File: src/rtl/axis_pack_upsize.sv
// Packs RATIO narrow AXI-stream words into one registered wide word, lane 0 first.
// Optional macro AXIS_PACK_TLAST_EN adds tlast early-flush with m_axis_tlast/m_axis_tcnt.
module axis_pack_upsize #(
   parameter  int IN_WIDTH  = 24,
   parameter  int RATIO     = 3,
   localparam int OUT_WIDTH = IN_WIDTH * RATIO,
   localparam int TW        = $clog2(RATIO + 1)
) (
   input  logic                 clk,
   input  logic                 rst_n,
   input  logic                 s_axis_tvalid,
   output logic                 s_axis_tready,
   input  logic [IN_WIDTH-1:0]  s_axis_tdata,
`ifdef AXIS_PACK_TLAST_EN
   input  logic                 s_axis_tlast,
   output logic                 m_axis_tlast,
   output logic [TW-1:0]        m_axis_tcnt,
`endif
   output logic                 m_axis_tvalid,
   input  logic                 m_axis_tready,
   output logic [OUT_WIDTH-1:0] m_axis_tdata
);

   localparam int            CW        = $clog2(RATIO);
   localparam logic [CW-1:0] LAST_LANE = CW'(RATIO - 1);

   logic [CW-1:0]        cnt_reg;
   logic                 ready_en_reg;
   logic                 m_valid_reg;
   logic [OUT_WIDTH-1:0] m_data_reg;
   logic [OUT_WIDTH-1:0] pack_next;
   logic                 flush;
   logic                 end_lane;
   logic                 s_hs;
   logic                 load;

`ifdef AXIS_PACK_TLAST_EN
   logic                 m_last_reg;
   logic [TW-1:0]        m_cnt_reg;

   assign flush = s_axis_tlast;
`else
   assign flush = 1'b0;
`endif

   // Only the word that completes (or flushes) a packet can be blocked by a held output.
   assign end_lane      = (cnt_reg == LAST_LANE) | flush;
   assign s_axis_tready = ready_en_reg & (~end_lane | ~m_valid_reg | m_axis_tready);
   assign s_hs          = s_axis_tvalid & s_axis_tready;
   assign load          = s_hs & end_lane;

   // Lanes below the counter come from the accumulator, the current lane from the
   // input, and lanes above it are zero (only reachable on an early flush).
   genvar gi;
   generate
      for (gi = 0; gi < RATIO; gi++) begin : gen_lane
         if (gi < RATIO - 1) begin : gen_acc
            logic [IN_WIDTH-1:0] lane_reg;

            always_ff @(posedge clk or negedge rst_n) begin
               if (!rst_n)
                  lane_reg <= '0;
               else if (s_hs && !load && cnt_reg == CW'(gi))
                  lane_reg <= s_axis_tdata;
            end

            assign pack_next[gi*IN_WIDTH +: IN_WIDTH] =
               (cnt_reg == CW'(gi)) ? s_axis_tdata :
               (cnt_reg >  CW'(gi)) ? lane_reg     : '0;
         end else begin : gen_top
            assign pack_next[gi*IN_WIDTH +: IN_WIDTH] =
               (cnt_reg == LAST_LANE) ? s_axis_tdata : '0;
         end
      end
   endgenerate

   always_ff @(posedge clk or negedge rst_n) begin
      if (!rst_n) begin
         cnt_reg      <= '0;
         ready_en_reg <= 1'b0;
      end else begin
         ready_en_reg <= 1'b1;
         if (load)
            cnt_reg <= '0;
         else if (s_hs)
            cnt_reg <= cnt_reg + 1'b1;
      end
   end

   // A load in the same cycle as an output handshake replaces the word without a bubble.
   always_ff @(posedge clk or negedge rst_n) begin
      if (!rst_n) begin
         m_valid_reg <= 1'b0;
         m_data_reg  <= '0;
      end else if (load) begin
         m_valid_reg <= 1'b1;
         m_data_reg  <= pack_next;
      end else if (m_axis_tready) begin
         m_valid_reg <= 1'b0;
      end
   end

`ifdef AXIS_PACK_TLAST_EN
   always_ff @(posedge clk or negedge rst_n) begin
      if (!rst_n) begin
         m_last_reg <= 1'b0;
         m_cnt_reg  <= '0;
      end else if (load) begin
         m_last_reg <= s_axis_tlast;
         m_cnt_reg  <= TW'(cnt_reg) + TW'(1);
      end
   end

   assign m_axis_tlast = m_last_reg;
   assign m_axis_tcnt  = m_cnt_reg;
`endif

   assign m_axis_tvalid = m_valid_reg;
   assign m_axis_tdata  = m_data_reg;

endmodule
File: config.mk
export PLATFORM = sky130hd
export DESIGN_NAME = axis_pack_upsize
export DESIGN_NICKNAME = d
export VERILOG_FILES = /design/src/rtl/axis_pack_upsize.sv
export SDC_FILE = /design/constraint.sdc
export NUM_CORES = 1
export LEC_CHECK = 0
export ABC_AREA = 0
export CAP_MARGIN = 20
export CORE_UTILIZATION = 47
export CTS_CLUSTER_DIAMETER = 200
export CTS_CLUSTER_SIZE = 40
export DETAILED_ROUTE_END_ITERATION = 12
export GPL_TIMING_DRIVEN = 1
export PLACE_DENSITY = 0.83
export SLEW_MARGIN = 20
export SYNTH_ARGS = -nofsm -noshare
export SYNTH_HDL_FRONTEND = slang
export SYNTH_SLANG_ARGS = --single-unit
export TNS_END_PERCENT = 5
File: constraint.sdc
create_clock -name clk -period 1.8 [get_ports clk]
set_clock_uncertainty 0.1 [all_clocks]
set_input_delay 0.36 -clock clk [delete_from_list [all_inputs] [get_ports clk]]
set_output_delay 0.36 -clock clk [all_outputs]
set_load 0.02 [all_outputs]
; Word-level counts from Yosys, hierarchy flattened
; Cells that the tools add are included.
[op_classes]
bitwise_logic = 7
reduce_logical = 7
n_addsub = 1
n_lt_le_gt_ge = 2
muxes = 9
eq_ne = 2
[ops]
columns = op, n
row1 = 24-bit 2-to-1 mux, 5
row2 = 2-bit by 1-bit greater-than comparator with 1-bit output (second input constant), 2
row3 = 2-bit 2-to-1 mux, 2
row4 = 2-bit nonzero test, 2
row5 = 1-bit bitwise AND, 3
row6 = 1-bit logical AND, 3
row7 = 2-bit by 1-bit adder with 2-bit output (second input constant), 1
row8 = 2-bit by 1-bit equality test with 1-bit output (second input constant), 1
row9 = 2-bit equality test (second input constant), 1
row10 = 2-bit zero test, 1
row11 = 1-bit 2-to-1 mux, 2
row12 = 1-bit inverter, 2
row13 = 1-bit OR, 2
row14 = 1-bit zero test, 1
[totals]
elab_cells = 34
output_inout_bits = 74
reg_bits = 124

; Depth between registers and ports, before layout
; Gate-level depths: netlist (run 1).
[logic_depth]
word_depth = 10
depth_mapped = 6

; Least setup slack after synthesis (run 1)
; OpenSTA, ideal clock, no wires.
[synth_timing]
path_kind = flip-flop to flip-flop
start = register cnt_reg[0]
end = register m_data_reg[10] (netlist: m_axis_tdata[10])
n_path_buf = 2
setup_slack_ns = 0.053
arrival_ns = 1.522
required_time_ns = 1.575
period_less_slack_ns = 1.747
path_stages_with_launch = 6
cell_sequence = dfrtp_1 > buf_2 > nor2_2 > buf_2 > mux2_2 > mux2_4
[synth_between]
elab_chain_len = 7
[synth_rtl]
columns = item, line_no
row1 = from (decl), 27  ; logic [CW-1:0] cnt_reg;
row2 = from (signal assigned), 86  ; cnt_reg <= cnt_reg + 1'b1;
row3 = 2-bit equality test, 47  ; assign end_lane = (cnt_reg == LAST_LANE) | flush;
row4 = 1-bit inverter, 48  ; assign s_axis_tready = ready_en_reg & (~end_lane | ~m_valid_reg | m_axis_tready);
row5 = 1-bit OR (2 in series), 48
row6 = 1-bit bitwise AND, 48
row7 = 1-bit bitwise AND, 49  ; assign s_hs = s_axis_tvalid & s_axis_tready;
row8 = 1-bit bitwise AND, 50  ; assign load = s_hs & end_lane;
row9 = to (signal assigned), 97  ; m_data_reg <= pack_next;
row10 = to (decl), 30  ; logic [OUT_WIDTH-1:0] m_data_reg;
; Several ways; a longest one is shown, not always the timed one.
; A chain may end at the register's enable or synchronous reset.

; Worst setup path in the final report (run 1)
[layout_timing]
start = register m_valid_reg (netlist: m_axis_tvalid)
end = output s_axis_tready
[layout_between]
elab_chain_len = 4
[layout_rtl]
columns = item, line_no
row1 = from (decl), 29  ; logic m_valid_reg;
row2 = from (signal assigned), 93  ; m_valid_reg <= 1'b0;
row3 = from (signal assigned), 96  ; m_valid_reg <= 1'b1;
row4 = from (signal assigned), 99  ; m_valid_reg <= 1'b0;
row5 = 1-bit inverter, 48
row6 = 1-bit OR (2 in series), 48
row7 = 1-bit bitwise AND, 48
row8 = to (decl), 12  ; output logic s_axis_tready,
; No other way between the ends.

==> reports/qor.log, run 1 <==
qor: global_routing.grt_overflow 0
qor: setup_path.critical_path.cell_chain nor2b_4 -> a21boi_2 -> buf_4
qor: route.drc 0
qor: clocking.clk_latency 0.51 ns
qor: placed_design.detailedPlacementHpwl 6870 um
qor: synth.synth_top_family_by_area multiplexers
qor: placed_design.buffer_ports.inserted 101
qor: timing.setup_total_negative_slack 0 ns
qor: die.design.core.area 10,900 um^2
qor: synth.yosysWarnings 0
qor: route.ant_nets 0
qor: synth.synth_compound_gate_area_share 0.00379
qor: route.totalWireLength 10,500 um
qor: die.die-area 11,700 um^2
qor: synth.synth-xor-area-share 0
qor: finish.fill_cells 773
qor: clocking.cts_setup_buffers 0
qor: setup_path.path_depth 3
qor: synth.avgSynthCellArea 17.8 um^2
qor: global_routing.globalRouteMet1Util 0.244
qor: synth.synth_sequential_area_ratio 0.587
qor: worst_hold_path.worstHoldPathType input port to async pin
qor: setup_path.type_of_the_setup_path_with_the_least_slack register to output pin
qor: status.run_status finished, final reports clean
qor: global_routing.via_count_of_the_first_global_routing_pass 3,298
qor: setup_path.worst_flop_to_flop_path_startpoint m_axis_tvalid
qor: synth.synth.area.mux_share 0.356
qor: clocking.worst_setup_hold_path_clk_slew 0.05 ns
qor: global_routing.grt_util_met2 0.312
qor: setup_path.cp.required 1.34 ns
qor: global_routing.grt_pass1_wl 17,100 um
qor: timing.post_route_hold_slack 0.184 ns
qor: synth.synth_fa_ha_area_frac 0
qor: clocking.clock_tree_from_tritoncts yes
qor: setup_path.critical_path.max_stage_delay 0.38 ns
qor: setup_path.slowest_stage_cell_crit_path sky130_fd_sc_hd__dfrtp_1
qor: setup_path.worst_ep_arrival_time 1.34 ns
qor: timing.unrepaired_setup_endpoints_after_global_routing yes
qor: job.max_cap_viol_count 0
qor: synth.synthSimpleGateAreaFrac 0.0147
qor: synth.ys_seq_elements 124
qor: pwr.report.power.total 12.9 mW
qor: timing.finalSetupViolCount 0
qor: clocking.max-clock-path-buffers 2
qor: setup_path.endpoint_kind output pin
qor: pwr.power.static_leakage 3.34 nW
qor: pwr.power.density 1810 nW/um^2
qor: setup_path.r2r_end m_axis_tdata[56]
qor: finish.stdcell_count 586
qor: timing.finalHoldViolCount 0
qor: die.rows 38
qor: finish.post-route-util 0.652
qor: timing.period_minus_slack 1.80 ns
qor: pwr.worst_ir_drop_vdd 0.00125 V
qor: route.detailroute.via_count 2,970
qor: placed_design.finalWeightedCongestion 0.752
qor: placed_design.placedCellCount 555
qor: route.drt-initial-drc-count 104
qor: route.route.detailed.wl_per_inst 17.9 um
qor: route.firstDrtPassIters 4
qor: clocking.numClockSinks 124
qor: clocking.tritoncts_buffers 17
qor: finish.synthToLayoutAreaGrowth 34.3%
qor: global_routing.grt_max_degree 42
qor: setup_path.worstSetupStartpointType register
qor: finish.layout-drive-gt1-share 0.466
qor: setup_path.top_cell_family_by_delay_on_the_critical_path flip-flops
qor: die.fp.dieH 108 um
qor: die.die-width 108 um
qor: finish.antennaDiodeCount 0
qor: synth.syn-instance-count 297
qor: die.initial_utilization 0.485
qor: clocking.ctsRootBufferMaster sky130_fd_sc_hd__clkbuf_8
qor: timing.achievable-frequency 556 MHz
qor: route.post_dr_vias_cell 5.07
qor: clocking.h_tree_level_count 4
qor: setup_path.timing.critical_path.buf_inv 1
qor: setup_path.reg2reg_setup_slack 0.03 ns
qor: global_routing.global_route_layer_with_the_greatest_usage met2
qor: synth.number_of_nets_produced_by_synthesis 325
qor: global_routing.grt_antenna_before_repair 0
qor: finish.nets_finish 463
qor: synth.ys_types 18
qor: timing.maxSlewViolCount 0
qor: global_routing.grt.total_usage 0.198
qor: synth.mappedNetlistArea 5280 um^2
qor: die.num_io_pins 102
qor: setup_path.maximum_net_fanout_on_the_critical_path 2
qor: finish.largest_register_ff_count 72
qor: setup_path.timing.reg2reg.worst_path_depth 6
qor: timing.fin_crit_share 0.999
qor: global_routing.met3_resource_use_gr 0.0838
cell type report:
type,count,area (um^2),area share
Sequential cell,124,3100,0.437
Multi-Input combinational cell,158,2020,0.284
Tap cell,140,175,0.0247
Clock inverter,2,35.0,0.00494
Timing Repair Buffer,134,1290,0.182
Clock buffer,28,475,0.0670
where the power goes:
| group | total, mW | internal (mW) | leakage, nW | switching, mW |
|---|---|---|---|---|
| Combinational | 4.98 | 2.80 | 1.58 | 2.18 |
| Sequential | 4.89 | 4.14 | 1.51 | 0.750 |
| Clock | 2.98 | 1.89 | 0.247 | 1.10 |
how the worst max path moves through the flow:
stage                        from  slack, ns                to
global route        m_axis_tvalid      -0.07     s_axis_tready
CTS                    cnt_reg[1]      -0.12     s_axis_tready
detailed placement  m_axis_tready      -0.48     s_axis_tready
global placement    m_axis_tready      -0.49     s_axis_tready
floorplan              cnt_reg[0]       0.05  m_axis_tdata[10]
finish              m_axis_tvalid      0.002     s_axis_tready
repair_timing:
action	4_1_cts	5_1_grt
hold endpoints to repair	105	0
gates resized for setup	82	9
pin swaps	0	1
hold buffers	1	0
setup endpoints to repair	75	73
cloned	0	0
through the flow:
step,setup WS (ns),instance area (um^2)
finish,0.00226,7100
global route,-0.0697,7100
detailed placement,-0.482,6630
CTS,-0.120,7060
global placement,-0.493,6630
floorplan,0.0528,5280
per-layer routing:
metal,share of wire,vias to the layer above
met1,0.43,1534
met3,0.070,13
li1,-,1332
met2,0.49,91
met4,0.011,0
met5,0,-
layout by cell type (no fill, tap or decap):
cell	count
sky130_fd_sc_hd__nor3b_4	1
sky130_fd_sc_hd__mux2_4	69
sky130_fd_sc_hd__nor3b_1	1
sky130_fd_sc_hd__dfrtp_1	124
sky130_fd_sc_hd__clkbuf_8	3
sky130_fd_sc_hd__conb_1	1
sky130_fd_sc_hd__a21boi_2	1
sky130_fd_sc_hd__mux2_2	75
sky130_fd_sc_hd__a21o_1	1
sky130_fd_sc_hd__buf_4	22
sky130_fd_sc_hd__buf_12	9
sky130_fd_sc_hd__o21ai_0	1
sky130_fd_sc_hd__bufinv_16	1
sky130_fd_sc_hd__nand2_1	2
sky130_fd_sc_hd__clkinv_2	1
sky130_fd_sc_hd__clkbuf_16	16
sky130_fd_sc_hd__clkdlybuf4s15_2	1
sky130_fd_sc_hd__buf_6	3
sky130_fd_sc_hd__or2_2	1
sky130_fd_sc_hd__nor2b_4	2
sky130_fd_sc_hd__dlygate4sd2_1	72
sky130_fd_sc_hd__nand4b_2	1
sky130_fd_sc_hd__dlygate4sd3_1	1
sky130_fd_sc_hd__clkbuf_1	9
sky130_fd_sc_hd__nor2_4	1
sky130_fd_sc_hd__nor3_4	1
sky130_fd_sc_hd__clkdlybuf4s50_1	26
cells by family (layout without fill, tap and decap cells):
logic type | Yosys count | after routing
other | 1 | 1
buffers and inverters | 15 | 164
muxes | 144 | 144
DFF | 124 | 124
and+or+nand+nor | 10 | 10
AOI/OAI and AO/OA | 3 | 3
synthesized netlist by cell type:
cell	number	area (um^2)
sky130_fd_sc_hd__dfrtp_1	124	3100
sky130_fd_sc_hd__mux2_2	75	845
sky130_fd_sc_hd__mux2_4	69	1040
sky130_fd_sc_hd__buf_12	7	140
sky130_fd_sc_hd__buf_2	5	25.0
sky130_fd_sc_hd__buf_6	3	33.8
sky130_fd_sc_hd__nand2_1	2	7.51
sky130_fd_sc_hd__nor2b_1	2	12.5
sky130_fd_sc_hd__a21boi_0	1	7.51
sky130_fd_sc_hd__a21o_1	1	7.51
sky130_fd_sc_hd__conb_1	1	3.75
sky130_fd_sc_hd__nand4b_2	1	15.0
sky130_fd_sc_hd__nor2_2	1	6.26
sky130_fd_sc_hd__nor3_2	1	10.0
sky130_fd_sc_hd__nor3b_1	1	7.51
sky130_fd_sc_hd__nor3b_2	1	12.5
sky130_fd_sc_hd__o21ai_0	1	5.00
sky130_fd_sc_hd__or2_2	1	6.26
No activity file was read; power rests on OpenSTA's default activity.
==> inputs of run 2 (changes only) <==
- CAP_MARGIN: 20 -> 0
==> results of run 2 <==
No change in the layout: final DEF, timing and power equal those of run 1.
==> variant, RTL diff (config.mk and constraints of run 1) <==
`IN_WIDTH`: 24 -> 16.
--- a/src/rtl/axis_pack_upsize.sv
+++ b/src/rtl/axis_pack_upsize.sv
@@ -1,7 +1,7 @@
 // Packs RATIO narrow AXI-stream words into one registered wide word, lane 0 first.
 // Optional macro AXIS_PACK_TLAST_EN adds tlast early-flush with m_axis_tlast/m_axis_tcnt.
 module axis_pack_upsize #(
-   parameter  int IN_WIDTH  = 24,
+   parameter  int IN_WIDTH  = 16,
    parameter  int RATIO     = 3,
    localparam int OUT_WIDTH = IN_WIDTH * RATIO,
    localparam int TW        = $clog2(RATIO + 1)
Ports: changed (resized m_axis_tdata and s_axis_tdata); port bits go from 102 to 70. No check against the original RTL was run, so the function may have changed too.
==> variant against run 1 <==
  * Sequential share of layout area grew 0.82 points
  * Maximum frequency grew 0.24%
  * Critical path type is now reg2reg
  * Largest cell class unchanged
  * Area after synthesis shrank 37%
  * Wire length shrank 37%
  * Cell count shrank 33%
  * Power shrank 36%
  * Sequential cell count shrank 40
  * Cell area shrank 34%
  * Worst setup slack gained 0.0044 ns
==> variant: results <==
{
  "timing.hold.ws_ns": 0.3376,
  "hpwlAfterDp_um": 3988,
  "ys_async_sr_fraction_pct": 100.0,
  "drtIter0Drc": 51,
  "reg2reg_slack_ns": 0.007,
  "io_buffers": 69,
  "reg2reg_from": "m_axis_tvalid",
  "nFillCells": 496,
  "path_max_fanout": 7,
  "clkTransAtPathRegs_ns": 0.08,
  "htree_levels": 3,
  "groute.usage.overall_pct": 17.91,
  "synth_ff_type": "dfrtp_1",
  "min_path_type": "in2reg",
  "ys_top_cells_by_area": "dfrtp_1 (63%), mux2_2 (32%), buf_2 (0.90%)",
  "synth_common_cells": "mux2_2 (96), dfrtp_1 (84), buf_2 (6)",
  "ir_drop_mv": 0.7815,
  "drt_first_pass_iters": 2,
  "drive_gt1_share_pct": 45.82,
  "r2r_cells": 6,
  "sw_frac_of_total_pct": 30.76,
  "min_delay_path_depth": 4,
  "synth_cell_types": 17,
  "worstSkewPairLatency_ns": 0.34,
  "grt_max_degree": 38,
  "diodes": 0,
  "yosys_warnings": 0,
  "cts_buffer_depth": 2,
  "status": "completed",
  "cts_buffers": 9,
  "r2r_end": "m_axis_tdata[23]",
  "cts_root_buf": "clkbuf_8",
  "antenna_found_initial": 0,
  "fin_nets": 315,
  "routed_wl_um": 6615,
  "vias": 1977,
  "syn_nets": 223,
  "leakagePower_uw": 0.002314,
  "largest_register_ffs": 48,
  "grt_pass1_wl_um": 10100,
  "hold_end": "cnt_reg[1]",
  "yosysSeqAreaShare_pct": 62.92,
  "min-delay-start": "m_axis_tready",
  "grt_pass1_vias": 2092,
  "cp.arrival_ns": 1.92,
  "gp_congestion": 0.6759
}
variant: what timing repair did:
item	in CTS	in global routing
gates cloned	0	5
setup buffers	0	1
endpoints found under the setup margin	3	55
pin swaps	0	1
gates resized for setup	7	28
hold buffers	1	0
hold endpoints to repair	30	0
variant: metal layers:
metal / global-route usage, % / up-vias / wire, um
met5: 0 / - / 0
met1: 22.72 / 1024 / 2992
met3: 3.143 / 8 / 171
li1: - / 908 / -
met2: 29.94 / 37 / 3334
met4: 8.636 / 0 / 118
variant: how the worst max path moves through the flow:
stage                                 from               end  slack [ns]  depth (start not counted)
after floorplan                 cnt_reg[0]  m_axis_tdata[10]       0.002                          5
after global placement       m_axis_tready  m_axis_tdata[43]       -0.32                          6
after detailed placement     m_axis_tready  m_axis_tdata[12]       -0.35                          6
after CTS                 m_axis_tdata[12]  m_axis_tdata[12]       0.002                          1
after global routing         m_axis_tvalid  m_axis_tdata[23]       -0.03                          6
final                        m_axis_tvalid  m_axis_tdata[23]       0.007                          6
variant: critical path, stage by stage (launching register included):
cell and delay (ns):
dfrtp_1 0.39, nor2b_1 0.15, buf_4 0.14, nor3b_4 0.22
buf_12 0.18, clkbuf_16 0.16, mux2_2 0.33
variant: area by class of cell:
type	count	area, um^2	share of cell area, %
Timing Repair Buffer	90	1064	22.53
Multi-Input combinational cell	110	1195	25.32
Tap cell	96	120.1	2.545
Sequential cell	84	2102	44.54
Clock buffer	11	141.4	2.996
Clock inverter	4	97.59	2.068
variant: cells by family after synthesis:
logic type | share of synthesized area, %
muxes | 32.36
DFF | 62.92
and+or+nand+nor | 2.322
buffers and inverters | 1.685
AOI/OAI and AO/OA | 0.5993
other | 0.1123
variant: power by group through the flow:
stage	Clock [uW]	Combinational (uW)	Sequential [uW]
floorplan	0	1250	3830
global placement	0	3300	3240
detailed placement	0	3380	3280
CTS	1620	3380	3250
global route	1700	3540	3340
finish	1600	3340	3230
variant: through the flow:
stage,cell area (um^2),cells,setup TNS [ns],setup WS (ns)
6_report,4720,395,0,0.006648
5_1_grt,4720,395,-0.5499,-0.03180
4_1_cts,4527,389,0,0.002280
3_5_place_dp,4285,373,-20.17,-0.3542
3_3_place_gp,4285,373,-18.64,-0.3175
2_1_floorplan,3341,203,0,0.002197
